[config.mk]
export PLATFORM = sky130hd
export DESIGN_NAME = pr_timer
export DESIGN_NICKNAME = d
export VERILOG_FILES = /design/src/rtl/pr_timer_pkg.sv /design/src/rtl/pr_timer_prescaler.sv /design/src/rtl/pr_timer.sv
export SDC_FILE = /design/constraint.sdc
export NUM_CORES = 1
export LEC_CHECK = 0
export CORE_ASPECT_RATIO = 0.9
export CORE_UTILIZATION = 58
export DETAILED_ROUTE_END_ITERATION = 7
export PLACE_DENSITY = 0.86
export SLEW_MARGIN = 15
export SYNTH_ARGS = -nofsm -noshare
export SYNTH_HDL_FRONTEND = slang
export SYNTH_SLANG_ARGS = --single-unit
export TNS_END_PERCENT = 50
[constraint.sdc]
create_clock -name clk -period 5.12 [get_ports clk]
set_input_delay 1.024 -clock clk [delete_from_list [all_inputs] [get_ports clk]]
set_output_delay 1.024 -clock clk [all_outputs]
set_load 0.01 [all_outputs]
[src/rtl/pr_timer_pkg.sv]
// Shared definitions for pr_timer: register offsets, CTRL bit positions, MODE
// encodings, FSM states and the bridge address windows of the two timers.
package pr_timer_pkg;

  localparam logic [1:0] REG_CTRL   = 2'd0;
  localparam logic [1:0] REG_PRESET = 2'd1;
  localparam logic [1:0] REG_COUNT  = 2'd2;
  localparam logic [1:0] REG_RSVD   = 2'd3;

  localparam int CTRL_EN      = 0;
  localparam int CTRL_MODE_LO = 1;
  localparam int CTRL_IM      = 3;
  localparam int CTRL_PS_LO   = 4;

  localparam logic [1:0] MODE_ONESHOT = 2'b00;
  localparam logic [1:0] MODE_RELOAD  = 2'b01;

  localparam logic [31:0] TIMER0_BASE = 32'h0000_7f00;
  localparam logic [31:0] TIMER1_BASE = 32'h0000_7f10;

  typedef enum logic [1:0] {
    ST_IDLE = 2'd0,
    ST_LOAD = 2'd1,
    ST_CNT  = 2'd2,
    ST_INT  = 2'd3
  } state_t;

  // Only 2'b01 reloads; both 2'b1x encodings fall back to one-shot.
  function automatic logic is_reload(input logic [1:0] mode);
    return (mode == MODE_RELOAD);
  endfunction

endpackage

[src/rtl/pr_timer_prescaler.sv]
// Free-running prescale counter for pr_timer; tick pulses once every 2^ps cycles.
// Instantiated only when TIMER_PRESCALE_EN is defined.
module pr_timer_prescaler #(
  parameter int PS_WIDTH = 4
) (
  input  logic                clk,
  input  logic                reset,
  input  logic                clear,
  input  logic [PS_WIDTH-1:0] ps,
  output logic                tick
);

  localparam int DIV_W = 2 ** PS_WIDTH;

  logic [DIV_W-1:0] div_cnt;
  logic [DIV_W-1:0] div_mask;

  // tick whenever the low ps bits of the counter are all ones
  always_comb begin
    div_mask = ({{(DIV_W-1){1'b0}}, 1'b1} << ps) - {{(DIV_W-1){1'b0}}, 1'b1};
    tick     = ((div_cnt & div_mask) == div_mask);
  end

  always_ff @(posedge clk or negedge reset) begin
    if (!reset) begin
      div_cnt <= '0;
    end else if (clear) begin
      div_cnt <= '0;
    end else begin
      div_cnt <= div_cnt + {{(DIV_W-1){1'b0}}, 1'b1};
    end
  end

endmodule

[src/rtl/pr_timer.sv]
// Programmable down-counter with CTRL/PRESET/COUNT registers and a maskable irq.
// Optional prescaler is enabled by defining TIMER_PRESCALE_EN.
module pr_timer
  import pr_timer_pkg::*;
#(
  parameter int CNT_WIDTH = 32,
  parameter int PS_WIDTH  = 4
) (
  input  logic        clk,
  input  logic        reset,
  input  logic        we,
  input  logic [1:0]  addr,
  input  logic [31:0] din,
  output logic [31:0] dout,
  output logic        irq
);

  localparam logic [CNT_WIDTH-1:0] CNT_ONE = {{(CNT_WIDTH-1){1'b0}}, 1'b1};

  state_t               state, state_nx;
  logic                 en, en_nx;
  logic [1:0]           mode, mode_nx;
  logic                 im, im_nx;
  logic [CNT_WIDTH-1:0] preset, preset_nx;
  logic [CNT_WIDTH-1:0] count, count_nx;
  logic                 irq_flag, flag_nx;
  logic                 ctrl_wr, preset_wr;
  logic                 tick;

  assign ctrl_wr   = we && (addr == REG_CTRL);
  assign preset_wr = we && (addr == REG_PRESET);

`ifdef TIMER_PRESCALE_EN
  logic [PS_WIDTH-1:0] ps, ps_nx;
  logic                ps_clear;

  assign ps_clear = ctrl_wr | preset_wr | (state == ST_LOAD);
  assign ps_nx    = ctrl_wr ? din[CTRL_PS_LO +: PS_WIDTH] : ps;

  pr_timer_prescaler #(.PS_WIDTH(PS_WIDTH)) u_prescaler (
    .clk   (clk),
    .reset (reset),
    .clear (ps_clear),
    .ps    (ps),
    .tick  (tick)
  );
`else
  assign tick = 1'b1;
`endif

  // A CTRL/PRESET write overrides whatever the FSM would have done this cycle.
  always_comb begin
    state_nx  = state;
    en_nx     = en;
    mode_nx   = mode;
    im_nx     = im;
    preset_nx = preset;
    count_nx  = count;
    flag_nx   = irq_flag;
    if (ctrl_wr || preset_wr) begin
      if (ctrl_wr) begin
        en_nx   = din[CTRL_EN];
        mode_nx = din[CTRL_MODE_LO +: 2];
        im_nx   = din[CTRL_IM];
      end else begin
        preset_nx = din[CNT_WIDTH-1:0];
      end
      state_nx = ST_IDLE;
      flag_nx  = 1'b0;
    end else begin
      case (state)
        ST_IDLE: begin
          if (en) state_nx = ST_LOAD;
          else    state_nx = ST_IDLE;
        end
        ST_LOAD: begin
          count_nx = preset;
          if (is_reload(mode)) flag_nx = 1'b0;
          else                 flag_nx = irq_flag;
          state_nx = ST_CNT;
        end
        ST_CNT: begin
          if (!en) begin
            state_nx = ST_IDLE;
          end else if (tick) begin
            if (count <= CNT_ONE) begin
              count_nx = '0;
              state_nx = ST_INT;
            end else begin
              count_nx = count - CNT_ONE;
            end
          end else begin
            count_nx = count;
          end
        end
        ST_INT: begin
          flag_nx = 1'b1;
          if (is_reload(mode)) begin
            state_nx = ST_LOAD;
          end else begin
            en_nx    = 1'b0;
            state_nx = ST_IDLE;
          end
        end
        default: state_nx = ST_IDLE;
      endcase
    end
  end

  always_ff @(posedge clk or negedge reset) begin
    if (!reset) begin
      state    <= ST_IDLE;
      en       <= 1'b0;
      mode     <= 2'b00;
      im       <= 1'b0;
      preset   <= '0;
      count    <= '0;
      irq_flag <= 1'b0;
`ifdef TIMER_PRESCALE_EN
      ps       <= '0;
`endif
    end else begin
      state    <= state_nx;
      en       <= en_nx;
      mode     <= mode_nx;
      im       <= im_nx;
      preset   <= preset_nx;
      count    <= count_nx;
      irq_flag <= flag_nx;
`ifdef TIMER_PRESCALE_EN
      ps       <= ps_nx;
`endif
    end
  end

  always_comb begin
    dout = 32'h0000_0000;
    case (addr)
      REG_CTRL: begin
        dout[CTRL_EN]            = en;
        dout[CTRL_MODE_LO +: 2]  = mode;
        dout[CTRL_IM]            = im;
`ifdef TIMER_PRESCALE_EN
        dout[CTRL_PS_LO +: PS_WIDTH] = ps;
`endif
      end
      REG_PRESET: dout[CNT_WIDTH-1:0] = preset;
      REG_COUNT:  dout[CNT_WIDTH-1:0] = count;
      REG_RSVD:   dout = 32'h0000_0000;
      default:    dout = 32'h0000_0000;
    endcase
  end

  assign irq = irq_flag & im;

endmodule

== Word-level counts from Yosys, hierarchy flattened ==
Cells that the tools add are included.
Storage, ports and cells
  flip-flop bits (word level): 71
  output and inout bits: 33
Operators by class
  equality and inequality tests: 12
  bitwise logic cells: 3
  reduce and logical (&&, ||, !) cells: 13
  mux-type cells: 18
  magnitude comparators: 1
  $add $sub $neg: 1
Operators with widths (count)
  $mux W32: 2
  $pmux W32 S2: 1
  $pmux W28 S2: 1
  $le A32 B1 Y1 const B: 1
  $sub A32 B1 Y32 const B: 1
  $pmux W4 S4: 1
  $eq A2 B2 Y1 const B: 4
  $mux W1: 8
  $pmux W2 S4: 1
  $eq A2 B1 Y1 const B: 3
  $mux W2: 3
  $ne A2 B2 Y1 const B: 3
  $reduce_and A2 Y1: 3
  $reduce_and A3 Y1: 2
  $logic_not A2 Y1: 2
  $ne A4 B4 Y1 const B: 1
  $reduce_bool A2 Y1: 2
  $ne A3 B3 Y1 const B: 1
  $reduce_bool A3 Y1: 1
  $logic_and A1 B1 Y1: 2
  $not A1 Y1: 2
  $pmux W1 S2: 1
  $and A1 B1 Y1: 1
  $logic_or A1 B1 Y1: 1

== Logic depth before layout (Yosys ltp) ==
  depth in word-level cells: 5
  gate-level depth with buffers: 10
  depth with buffers taken out: 7

== Worst setup path before layout ==
Ideal clock, no wire load.
  path type: input to output
  start: input port addr[1]
  end: output port dout[1]
  data required time: 4.096 ns
  cell stages on the path: 6
  arrival time: 2.095 ns
  slack: 2.001 ns
  path buffers: 2
  cells stage by stage: inv_1 -> ha_1 -> clkbuf_1 -> clkbuf_1 -> a22oi_1 -> o21ai_0
On the way
  longest elaborated chain between the ends: 2
  elaborated cells on any way between the ends: 5
RTL lines
  start: declaration: line pr_timer.sv:12  | input logic [1:0] addr,
  $eq A2 B2 Y1, or another cell as far along: line pr_timer.sv:138  | case (addr)
  $pmux W4 S4 (*): line pr_timer.sv:138
  end: declaration: line pr_timer.sv:14  | output logic [31:0] dout,
Mark *: on every way between the ends. The rest lies on a longest branch, timed or not.

== Worst setup path after layout ==
  start: input port addr[1]
  end: output port dout[6]
On the way
  longest elaborated chain between the ends: 2
  elaborated cells on any way between the ends: 3
RTL lines (line)
  $eq A2 B2 Y1 / $eq A2 B1 Y1 (equally long branches): pr_timer.sv:138
  $pmux W28 S2 (*): pr_timer.sv:138
Marks and branches as above.

==> flow_metrics.env <==
export IMPL_comb_power_share_pct=39.0
export IMPL_post_layout_nonfiller_instances=595
export IMPL_design_area_sq_um=5130
export IMPL_swShare_pct=40.5
export IMPL_synth_top_family_by_area="compound AO/OA/AOI/OAI gates"
export IMPL_crit_fanout=28
export IMPL_finClkSkew_ps=10.2
export IMPL_synth_cell_types=47
export IMPL_post_dp_cell_area_sq_um=4960
export IMPL_grt_usage_pct=29.8
export IMPL_die_x_um=92.2
export IMPL_die_y_um=83.2
export IMPL_yosys_top_cells_area="dfrtp_1, mux2_2, a22oi_1"
export IMPL_synth_top_area_share_pct=41.8
export IMPL_antenna_found_initial=0
export IMPL_final_max_slew_violation_count=0
export IMPL_p_leak_nw=2.00
export IMPL_synthCells=445
export IMPL_numCtsBuffers=9
export IMPL_port_buffers=69
export IMPL_cts_hold_buf=0
export IMPL_cts_resized=0
export IMPL_crit_type="in2out"
export IMPL_slew_headroom_pct=31.7
export IMPL_coreArea_sq_um=7080
export IMPL_fmax_mhz=239
export IMPL_cts_max_level=3
export IMPL_post_cts_buffers=0
export IMPL_cts_tree="built"
export IMPL_drt_total_wl_um=11100
export IMPL_clkTransAtPathRegs_ps=70
export IMPL_timing_critical_path_mode_cell="clkdlybuf4s50_1"
export IMPL_gr_total_overflow=0
export IMPL_gp_congestion=0.887
export IMPL_ctsRootBufferMaster="clkbuf_8"
export IMPL_num_rows=29
export IMPL_dp_slack_ps=912
export IMPL_avgSynthCellArea_sq_um=9.55
export IMPL_ys_flop_type="dfrtp_1"
export IMPL_placed_cells=582
export IMPL_via_count=3926
export IMPL_p_seq_share_pct=43.4
export IMPL_period_share_pct=81.8
export IMPL_first_pass_iters=5
export IMPL_drv_cap=0
export IMPL_hold_path_class="reg2reg"
export IMPL_dieArea_sq_um=7670
export IMPL_netlist_area_sq_um=4250
export IMPL_crit_arrival_ps=3160
export IMPL_worstMarginPinSlew_ps=1020
export IMPL_yosys_area_share_simple_pct=20.0
export IMPL_drive_gt1_share_pct=12.9
export IMPL_power_frac_clock_pct=17.6
export IMPL_clk_latency_ps=350
export IMPL_fillers=537
export IMPL_endpoint_kind="primary output"
export IMPL_synth_compound_area_share_pct=21.5
export IMPL_synth_xor_area_share_pct=0
export IMPL_ys_async_sr_fraction_pct=100
export IMPL_fin_crit_ps=4190
export IMPL_synthAdderAreaFrac_pct=2.65
export IMPL_drtIter0Drc=447
export IMPL_ys_seq_area_share_pct=41.8
export IMPL_power_switching_mw=0.938
export IMPL_syn2layout_area_growth_pct=20.9
export IMPL_vias_per_cell=6.60
export IMPL_synth_most_common_cell="dfrtp_1"
export IMPL_synth_commonest_cells="dfrtp_1, a22oi_1, mux2_2"
export IMPL_grt_max_degree=46
export IMPL_setup_slack_ps=931
export IMPL_synth_mux_area_share_pct=9.28
export IMPL_n_antenna_cell=0
export IMPL_path_cells="clkdlybuf4s50_1 > inv_1 > ha_1 > nor2b_1 > clkdlybuf4s50_1"
export IMPL_powerDensity_nw_per_um2=451
export IMPL_start_util_pct=60.0
export IMPL_synth_seq_cells=71
export IMPL_slowest_stage="ha_1"
export IMPL_hpwl_um=7250
export IMPL_clkSinkCount=71
export IMPL_slowest_delay_ps=780
export IMPL_setup_violations=0
export IMPL_ir_drop_mv=0.217
export IMPL_postRouteAntennaNets=0
export IMPL_finalHoldViolCount=0
export IMPL_p_int_mw=1.38
export IMPL_cp_start_kind="input port"
export IMPL_layout_nets=546
export IMPL_syn_nets=491
export IMPL_synth_edf_count=0
export IMPL_ios=70
export IMPL_p_total_mw=2.32
export IMPL_clock_path_buffers=2
export IMPL_synth_top_area_cell="dfrtp_1"
export IMPL_wl_per_cell_um=18.6
export IMPL_yosys_warnings=0
export IMPL_grt_pass1_vias=3768
export IMPL_required_ps=4100
export IMPL_drc=0
export IMPL_rsz0062_at_grt="false"
export IMPL_status="finished clean"
export IMPL_grt_pass1_wl_um=18300
export IMPL_tns_ps=0
## cells in the final DEF, fill, tap and decap left out, drive strengths merged, types with 3 or more instances in the layout
| master | n |
|---|---|
| or3 | 5 |
| inv | 14 |
| a32oi | 7 |
| mux2 | 35 |
| a21oi | 24 |
| nor2b | 28 |
| o2bb2ai | 3 |
| nand4 | 6 |
| and3 | 12 |
| clkbuf | 12 |
| nand2 | 29 |
| o22ai | 5 |
| a31oi | 3 |
| o21ai | 17 |
| buf | 9 |
| nor4 | 7 |
| dfrtp | 71 |
| nand2b | 4 |
| ha | 9 |
| or4 | 6 |
| a22oi | 38 |
| nor2 | 14 |
| and2 | 3 |
| clkdlybuf4s50 | 68 |
| o211ai | 10 |
| o311ai | 11 |
| nand3 | 21 |
| a22o | 4 |
| nor3 | 13 |
## worst max-delay path: cells and delay by family
family        cells  cell delay [ps]
buf+inv           3             1130
fa+ha+maj         1              780
simple gates      1              230
## path summary, 6_finish.rpt
path / startpoint / end / slack, ps / depth (start not counted)
hold / removal: im$_DFFE_PN0P_ / im$_DFFE_PN0P_ / 530 / 1
setup reg to reg: state[0]$_DFFE_PN0P_ / count[17]$_DFFE_PN0P_ / 2160 / 7
min in group asynchronous: reset / count[25]$_DFFE_PN0P_ / 850 / 1
max in group asynchronous: reset / count[11]$_DFFE_PN0P_ / 3340 / 2
setup / recovery: addr[1] / dout[6] / 930 / 5
hold reg to reg: im$_DFFE_PN0P_ / im$_DFFE_PN0P_ / 530 / 1
## power groups by stage
| stage | sequential (mW) | combinational (mW) | clock (mW) |
|---|---|---|---|
| 2_1_floorplan | 0.919 | 0.678 | 0 |
| 3_3_place_gp | 0.990 | 0.850 | 0 |
| 3_5_place_dp | 1.00 | 0.882 | 0 |
| 4_1_cts | 0.994 | 0.891 | 0.412 |
| 5_1_grt | 1.04 | 0.992 | 0.433 |
| 6_report | 1.01 | 0.904 | 0.407 |
## sequential cells by signal (all words and copies together), names as in the netlist
register and cells:
count 32, irq_flag 1, mode 2, im 1
preset 32, state 2, en 1
## cell families after synthesis
logic type / Yosys count
mux: 35
compound gates: 130
flops: 71
buf+inv: 47
fa+ha+maj: 9
simple gates: 153
## area by class of cell
| type | instances | area [sq um] | area share (%) |
|---|---|---|---|
| clock buffers | 12 | 165 | 3.22 |
| clock inverters | 1 | 5.00 | 0.0975 |
| inverters | 14 | 52.6 | 1.02 |
| multi-input cells | 327 | 2270 | 44.3 |
| flip-flops and latches | 71 | 1780 | 34.6 |
| well taps | 93 | 116 | 2.27 |
| repair buffers | 77 | 746 | 14.5 |
## metal layers
| layer | share of wire (%) | global-route usage [%] | up-vias | wire length (um) |
|---|---|---|---|---|
| li1 | - | - | 1792 | - |
| met3 | 9.1 | 6.59 | 43 | 1000 |
| met4 | 2.2 | 8.95 | 0 | 248 |
| met1 | 43 | 42.3 | 1859 | 4770 |
| met2 | 46 | 45.9 | 232 | 5030 |
| met5 | 0 | 0 | - | 0 |
## per-stage QoR
stage | hold slack, ps | utilization [%]
2_1_floorplan | 466 | -
3_3_place_gp | 495 | 70.2
3_5_place_dp | 512 | 70.2
4_1_cts | 530 | 72.6
5_1_grt | 550 | 72.6
6_report | 530 | 72.6
Note: power is estimated with default switching activity, not from simulation.
